<file path="src/rtl/phy_init_pkg.sv">
// Register map, write table and state encoding shared by phy_init_sequencer.
// VERIFY_READBACK_EN adds the readback states and the per-entry compare masks.
package phy_init_pkg;

  localparam logic [4:0] REG_BMCR = 5'd0;
  localparam logic [4:0] REG_BMSR = 5'd1;
  localparam logic [4:0] REG_ANAR = 5'd4;

  localparam int BMSR_LINK_BIT = 2;
  localparam int BMSR_ANC_BIT  = 5;

  localparam int TBL_LEN = 3;
  localparam int IDX_W   = 2;

  localparam logic [15:0] TBL0_DATA = 16'h3100; // 100 Mb/s, AN enable, full duplex
  localparam logic [15:0] TBL1_DATA = 16'h0181; // advertise 100FD | 100HD, selector 1
  localparam logic [15:0] TBL2_DATA = 16'h3300; // entry 0 plus restart AN

  typedef enum logic [3:0] {
    ST_STARTUP    = 4'd0,
    ST_WR_ISSUE   = 4'd1,
    ST_WR_WAIT    = 4'd2,
`ifdef VERIFY_READBACK_EN
    ST_RB_ISSUE   = 4'd3,
    ST_RB_WAIT    = 4'd4,
`endif
    ST_POLL_ISSUE = 4'd5,
    ST_POLL_RD    = 4'd6,
    ST_POLL_WAIT  = 4'd7,
    ST_ERROR      = 4'd8
  } state_e;

  function automatic logic [4:0] tbl_regad(input logic [IDX_W-1:0] idx);
    case (idx)
      2'd1:    return REG_ANAR;
      default: return REG_BMCR;
    endcase
  endfunction

  function automatic logic [15:0] tbl_data(input logic [IDX_W-1:0] idx);
    case (idx)
      2'd0:    return TBL0_DATA;
      2'd1:    return TBL1_DATA;
      default: return TBL2_DATA;
    endcase
  endfunction

`ifdef VERIFY_READBACK_EN
  // Restart-AN (bit 9) self-clears, so it cannot be compared on readback.
  function automatic logic [15:0] tbl_mask(input logic [IDX_W-1:0] idx);
    case (idx)
      2'd2:    return 16'hFDFF;
      default: return 16'hFFFF;
    endcase
  endfunction
`endif

endpackage

</file>
<file path="src/rtl/phy_init_sequencer.sv">
// MIIM bring-up sequencer for the ADIN1300: writes the config table, then polls BMSR for link.
// Define VERIFY_READBACK_EN to read back and compare every table write.
//
// state      | meaning
// STARTUP    | PHY power-up delay, STARTUP_DLY cycles
// WR_ISSUE   | wait for idle engine, strobe wren for table entry idx
// WR_WAIT    | wait for the write to finish (busy low)
// RB_ISSUE   | strobe rden for the register just written (readback build only)
// RB_WAIT    | wait rddata_valid, compare masked data (readback build only)
// POLL_ISSUE | wait for idle engine, strobe rden of BMSR
// POLL_RD    | wait rddata_valid, update link_up
// POLL_WAIT  | POLL_GAP cycles between polls; start restarts
// ERROR      | timeout or mismatch; no strobes until start/reset
module phy_init_sequencer
  import phy_init_pkg::*;
#(
  parameter logic [4:0]  PHY_ADDR     = 5'd0,
  parameter int unsigned STARTUP_DLY  = 20000,
  parameter int unsigned BUSY_TIMEOUT = 65535,
  parameter int unsigned POLL_GAP     = 100000
) (
  input  logic        clk,
  input  logic        rst_n,
  input  logic        start,
  output logic [4:0]  miim_phyad,
  output logic [4:0]  miim_regad,
  output logic [15:0] miim_wrdata,
  output logic        miim_wren,
  output logic        miim_rden,
  input  logic [15:0] miim_rddata,
  input  logic        miim_rddata_valid,
  input  logic        miim_busy,
  output logic        cfg_done,
  output logic        cfg_error,
  output logic        link_up
);

  localparam int unsigned DLY_MAX = (STARTUP_DLY > POLL_GAP) ? STARTUP_DLY : POLL_GAP;
  localparam int          DLY_W   = $clog2(DLY_MAX + 1);

  localparam logic [DLY_W-1:0] STARTUP_LAST = DLY_W'(STARTUP_DLY - 1);
  localparam logic [DLY_W-1:0] POLL_LAST    = DLY_W'(POLL_GAP - 1);
  localparam logic [15:0]      TO_LAST      = 16'(BUSY_TIMEOUT - 1);
  localparam logic [IDX_W-1:0] IDX_LAST     = IDX_W'(TBL_LEN - 1);

  state_e           state_q, state_d;
  logic [IDX_W-1:0] idx_q, idx_d;
  logic [DLY_W-1:0] dly_q, dly_d;
  logic [15:0]      to_q, to_d;
  logic             skip_q, skip_d;
  logic [4:0]       regad_q, regad_d;
  logic [15:0]      wrdata_q, wrdata_d;
  logic             wren_q, wren_d;
  logic             rden_q, rden_d;
  logic             done_q, done_d;
  logic             err_q, err_d;
  logic             link_q, link_d;

  logic waiting;
  logic entry_ok;
  logic fault;
  logic restart;

  always_comb begin
    state_d  = state_q;
    idx_d    = idx_q;
    dly_d    = dly_q;
    to_d     = to_q;
    skip_d   = wren_q;
    regad_d  = regad_q;
    wrdata_d = wrdata_q;
    wren_d   = 1'b0;
    rden_d   = 1'b0;
    done_d   = done_q;
    err_d    = err_q;
    link_d   = link_q;
    waiting  = 1'b0;
    entry_ok = 1'b0;
    fault    = 1'b0;
    restart  = 1'b0;

    case (state_q)
      ST_STARTUP: begin
        if (dly_q == STARTUP_LAST) begin
          dly_d   = '0;
          to_d    = '0;
          state_d = ST_WR_ISSUE;
        end else begin
          dly_d = dly_q + 1'b1;
        end
      end
      ST_WR_ISSUE: begin
        if (!miim_busy) begin
          regad_d  = tbl_regad(idx_q);
          wrdata_d = tbl_data(idx_q);
          wren_d   = 1'b1;
          to_d     = '0;
          state_d  = ST_WR_WAIT;
        end else begin
          waiting = 1'b1;
        end
      end
      ST_WR_WAIT: begin
        // Busy is not trusted until the engine has had a cycle to see the strobe.
        if (!wren_q && !skip_q && !miim_busy) begin
`ifdef VERIFY_READBACK_EN
          to_d    = '0;
          state_d = ST_RB_ISSUE;
`else
          entry_ok = 1'b1;
`endif
        end else begin
          waiting = 1'b1;
        end
      end
`ifdef VERIFY_READBACK_EN
      ST_RB_ISSUE: begin
        if (!miim_busy) begin
          rden_d  = 1'b1;
          to_d    = '0;
          state_d = ST_RB_WAIT;
        end else begin
          waiting = 1'b1;
        end
      end
      ST_RB_WAIT: begin
        if (miim_rddata_valid) begin
          if ((miim_rddata & tbl_mask(idx_q)) == (wrdata_q & tbl_mask(idx_q))) begin
            entry_ok = 1'b1;
          end else begin
            fault = 1'b1;
          end
        end else begin
          waiting = 1'b1;
        end
      end
`endif
      ST_POLL_ISSUE: begin
        if (!miim_busy) begin
          regad_d  = REG_BMSR;
          wrdata_d = '0;
          rden_d   = 1'b1;
          to_d     = '0;
          state_d  = ST_POLL_RD;
        end else begin
          waiting = 1'b1;
        end
      end
      ST_POLL_RD: begin
        if (miim_rddata_valid) begin
          link_d  = miim_rddata[BMSR_LINK_BIT] & miim_rddata[BMSR_ANC_BIT];
          dly_d   = '0;
          state_d = ST_POLL_WAIT;
        end else begin
          waiting = 1'b1;
        end
      end
      ST_POLL_WAIT: begin
        if (start) begin
          restart = 1'b1;
        end else if (dly_q == POLL_LAST) begin
          dly_d   = '0;
          to_d    = '0;
          state_d = ST_POLL_ISSUE;
        end else begin
          dly_d = dly_q + 1'b1;
        end
      end
      ST_ERROR: begin
        if (start) begin
          restart = 1'b1;
        end
      end
      default: begin
        fault = 1'b1;
      end
    endcase

    if (waiting) begin
      if (to_q == TO_LAST) begin
        fault = 1'b1;
      end else begin
        to_d = to_q + 16'd1;
      end
    end

    if (entry_ok) begin
      to_d = '0;
      if (idx_q == IDX_LAST) begin
        done_d  = 1'b1;
        state_d = ST_POLL_ISSUE;
      end else begin
        idx_d   = idx_q + 1'b1;
        state_d = ST_WR_ISSUE;
      end
    end

    if (fault) begin
      state_d = ST_ERROR;
      err_d   = 1'b1;
      done_d  = 1'b0;
      link_d  = 1'b0;
    end

    if (restart) begin
      state_d = ST_STARTUP;
      idx_d   = '0;
      dly_d   = '0;
      to_d    = '0;
      done_d  = 1'b0;
      err_d   = 1'b0;
      link_d  = 1'b0;
    end
  end

  always_ff @(posedge clk) begin
    if (!rst_n) begin
      state_q  <= ST_STARTUP;
      idx_q    <= '0;
      dly_q    <= '0;
      to_q     <= '0;
      skip_q   <= 1'b0;
      regad_q  <= '0;
      wrdata_q <= '0;
      wren_q   <= 1'b0;
      rden_q   <= 1'b0;
      done_q   <= 1'b0;
      err_q    <= 1'b0;
      link_q   <= 1'b0;
    end else begin
      state_q  <= state_d;
      idx_q    <= idx_d;
      dly_q    <= dly_d;
      to_q     <= to_d;
      skip_q   <= skip_d;
      regad_q  <= regad_d;
      wrdata_q <= wrdata_d;
      wren_q   <= wren_d;
      rden_q   <= rden_d;
      done_q   <= done_d;
      err_q    <= err_d;
      link_q   <= link_d;
    end
  end

`ifndef VERIFY_READBACK_EN
  // Only the link and AN-complete bits matter without readback.
  logic unused_rddata;
  assign unused_rddata = ^{miim_rddata[15:6], miim_rddata[4:3], miim_rddata[1:0]};
`endif

  assign miim_phyad  = PHY_ADDR;
  assign miim_regad  = regad_q;
  assign miim_wrdata = wrdata_q;
  assign miim_wren   = wren_q;
  assign miim_rden   = rden_q;
  assign cfg_done    = done_q;
  assign cfg_error   = err_q;
  assign link_up     = link_q;

endmodule
</file>
<file path="config.mk">
export PLATFORM = sky130hd
export DESIGN_NAME = phy_init_sequencer
export DESIGN_NICKNAME = d
export VERILOG_FILES = /design/src/rtl/phy_init_pkg.sv /design/src/rtl/phy_init_sequencer.sv
export SDC_FILE = /design/constraint.sdc
export NUM_CORES = 1
export LEC_CHECK = 0
export CAP_MARGIN = 20
export CORE_MARGIN = 4
export CORE_UTILIZATION = 38
export DETAILED_ROUTE_END_ITERATION = 6
export HOLD_SLACK_MARGIN = 0.1
export SLEW_MARGIN = 20
export SYNTH_ARGS = -nofsm -noshare
export SYNTH_HDL_FRONTEND = slang
export SYNTH_SLANG_ARGS = --single-unit
</file>
<file path="constraint.sdc">
create_clock -name clk -period 3 [get_ports clk]
set_input_delay 0.6 -clock clk [delete_from_list [all_inputs] [get_ports clk]]
set_output_delay 0.6 -clock clk [all_outputs]
set_load 0.02 [all_outputs]
</file>
==> flow_summary.ini <==
[status]
status = completed

[timing]
timing.final.max_slew_violations = 0
setup_violations = 0
timing.final.crit_share_pct = 90.7
hold_violations = 0
rsz0062_at_grt = false
fin_crit_ps = 2720
worst_pin_slew_ps = 647
slew_headroom_pct = 56.4
fmax_ghz = 0.368
fin_setup_tns_ps = 0
fin_skew_ps = 7.35

[logic_synthesis]
synth_top_family_by_area = simple AND/OR/NAND/NOR gates
synth_compound_area_share_pct = 22.6
avgSynthCellArea_um2 = 8.35
synth_mux_area_share_pct = 1.08
synthTopCellsByArea = dfxtp_1, buf_4, a21oi_1, o31ai_1, or4_1
synth-simple-area-share_pct = 26.1
synth_xor_area_share_pct = 2.73
synth_edf_count = 0
synthAdderAreaFrac_pct = 2.60
synth.largest_area_cell = dfxtp_1
ys_warn_count = 0
synth_cell_types = 56
syn_area_um2 = 2890
ys_seq_area_share_pct = 34.6
synth_top_cell_area_share_pct = 34.6
synthArstFlopShare_pct = 0
synthCells = 346
synthFlopType = dfxtp_1
ys_ff_latch = 50

[critical_path]
start_kind = flop
path_depth = 7
critPathTopFamily = simple AND/OR/NAND/NOR gates
slowest_stage = or4bb_1
worst-r2r-cell-count = 7
crit_chain = ha_1 -> or4bb_1 -> nor4_1 -> a21oi_1 -> o311ai_4 -> buf_4 -> nor2_1
cpPeakStageDelay_ps = 540
path_class = reg2reg
arrival_ps = 2920
end_kind = flop
cp_max_fo = 8
cp.required_ps = 3200
path_buf_inv = 1
r2r_start = dly_q[1]
startpoint = dly_q[1]

[worst_hold_path]
hold_start = cfg_error
holdPathStages = 2
hold_path.class = reg2reg

[cts]
clk_pin_slew_ps = 90
cts_hold_buf = 0
clockRootBuffer = clkbuf_8
htreeDepth = 2
cts_sinks = 50
clockBufferDepth = 2
cts_resized = 0
clk_latency_ps = 300
cts_tree = built
post_cts_buffers = 0
cts_made_buffers = 5

[global_routing]
grt_max_degree = 21
grt_first_pass_wirelength_um = 11200
antenna_found_initial = 0
grt_overflow_total = 0
grt_pass1_vias = 2323
grt.total_usage_pct = 15.2

[floorplanning]
die_height_um = 95.2
die_w_um = 95.2
rows = 31
start_util_pct = 39.4
die_area_um2 = 9060
core-area_um2 = 7330
io-pin-count = 52

[pwr]
p_comb_share_pct = 28.5
p_per_area_nw_per_um2 = 522
peakVddDrop_mv = 0.227
power.switching_uw = 562
p_int_uw = 1150
cellLeakagePower_uw = 0.00109
pwr-share-clk_pct = 27.7
pwr-share-seq_pct = 43.9
sw_frac_of_total_pct = 32.8

[run]
maxCapViolCount = 0

[drt]
wl_met3_um = 187
drcViolationCount = 0
wl_per_cell_um = 13.9
drtIter0Drc = 104
met1_length_um = 3340
ant_nets = 0
route.vias.total = 2521
routed_via_density = 5.39
highest_layer = met4
route.met2.wl_um = 2930
firstDrtPassIters = 4
wl_um = 6500

[place]
dp_hpwl_um = 4840
gp_congestion = 0.826
place_inst = 460
port_buffers = 19
dpl_cell_area_um2 = 3180

[finish]
fin_nets = 395
mostFrequentLayoutCell = dfxtp_1
insertedDiodeCount = 0
fin_cells = 468
fin_area_um2 = 3280
final_cell_mix = dfxtp_1, a21oi_1, nor2_1, o21ai_0, clkdlybuf4s50_1
area_delta_synth_final_pct = 13.5
drive_gt1_share_pct = 8.13
final_util_pct = 44.8
## per-stage QoR
step | worst slack, ps | power, µW | hold slack [ps]
after floorplan | 578 | 1110 | 450
after detailed placement | 306 | 1250 | 452
final | 280 | 1710 | 462
after global routing | 227 | 1810 | 500
after CTS | 330 | 1730 | 467
after global placement | 315 | 1240 | 441
## logic make-up after synthesis
group                    Yosys count
AO/OA/AOI/OAI                     94
XOR/XNOR                           9
buffers and inverters             54
adder cells (fa/ha/maj)            6
flip-flops                        50
other                              1
AND/OR/NAND/NOR                  129
multiplexers                       3
## registers in the layout, summed over array words and instances, names as in the netlist
name,cells
dly_q,17
to_q,16
state_q,4
miim_wrdata,3
idx_q,2
miim_regad,2
cfg_done,1
cfg_error,1
link_up,1
miim_rden,1
miim_wren,1
skip_q,1
## synth_stat cells, drive strengths merged (7+ instances only)
cell    instances
nand4          12
nand3          12
inv            16
and2            7
clkbuf         13
o21ai          20
nor2           23
nand2          15
xnor2           8
nor2b           8
a21oi          27
or3             7
or4            14
buf            25
o31ai          15
dfxtp          50
## worst paths after layout
check                           slack [ps]   endpoint
worst min register to register         460  cfg_error
worst max-delay path                   280   dly_q[8]
worst max register to register         280   dly_q[8]
worst min-delay path                   460  cfg_error
## per-layer routing
metal | up-vias | global-route usage [%]
met1 | 1201 | 21.6
met4 | 0 | 3.61
met5 | - | 0
met2 | 27 | 23.7
li1 | 1291 | -
met3 | 2 | 2.84
## area by class of cell
| cell class | instances | area, µm² |
|---|---|---|
| fill | 734 | 4050 |
| multi-input combinational | 259 | 1660 |
| sequential | 50 | 1000 |
| timing repair buffer | 36 | 330 |
| tap | 99 | 124 |
| clock buffer | 7 | 76.3 |
| inverter | 16 | 60.1 |
| clock inverter | 1 | 30.0 |
## power by group through the flow
stage / registers [µW] / clock network (µW) / logic, µW
after floorplan: 746 / 0 / 362
after global placement: 765 / 0 / 479
after detailed placement: 766 / 0 / 487
after CTS: 750 / 489 / 488
after global routing: 759 / 516 / 536
final: 751 / 474 / 488
## worst min-delay path, stage by stage, from the launching register on
cell     delay, ps
dfxtp_1        320
inv_1           50
a21oi_1         50
No activity file was read; power rests on OpenSTA's default activity.
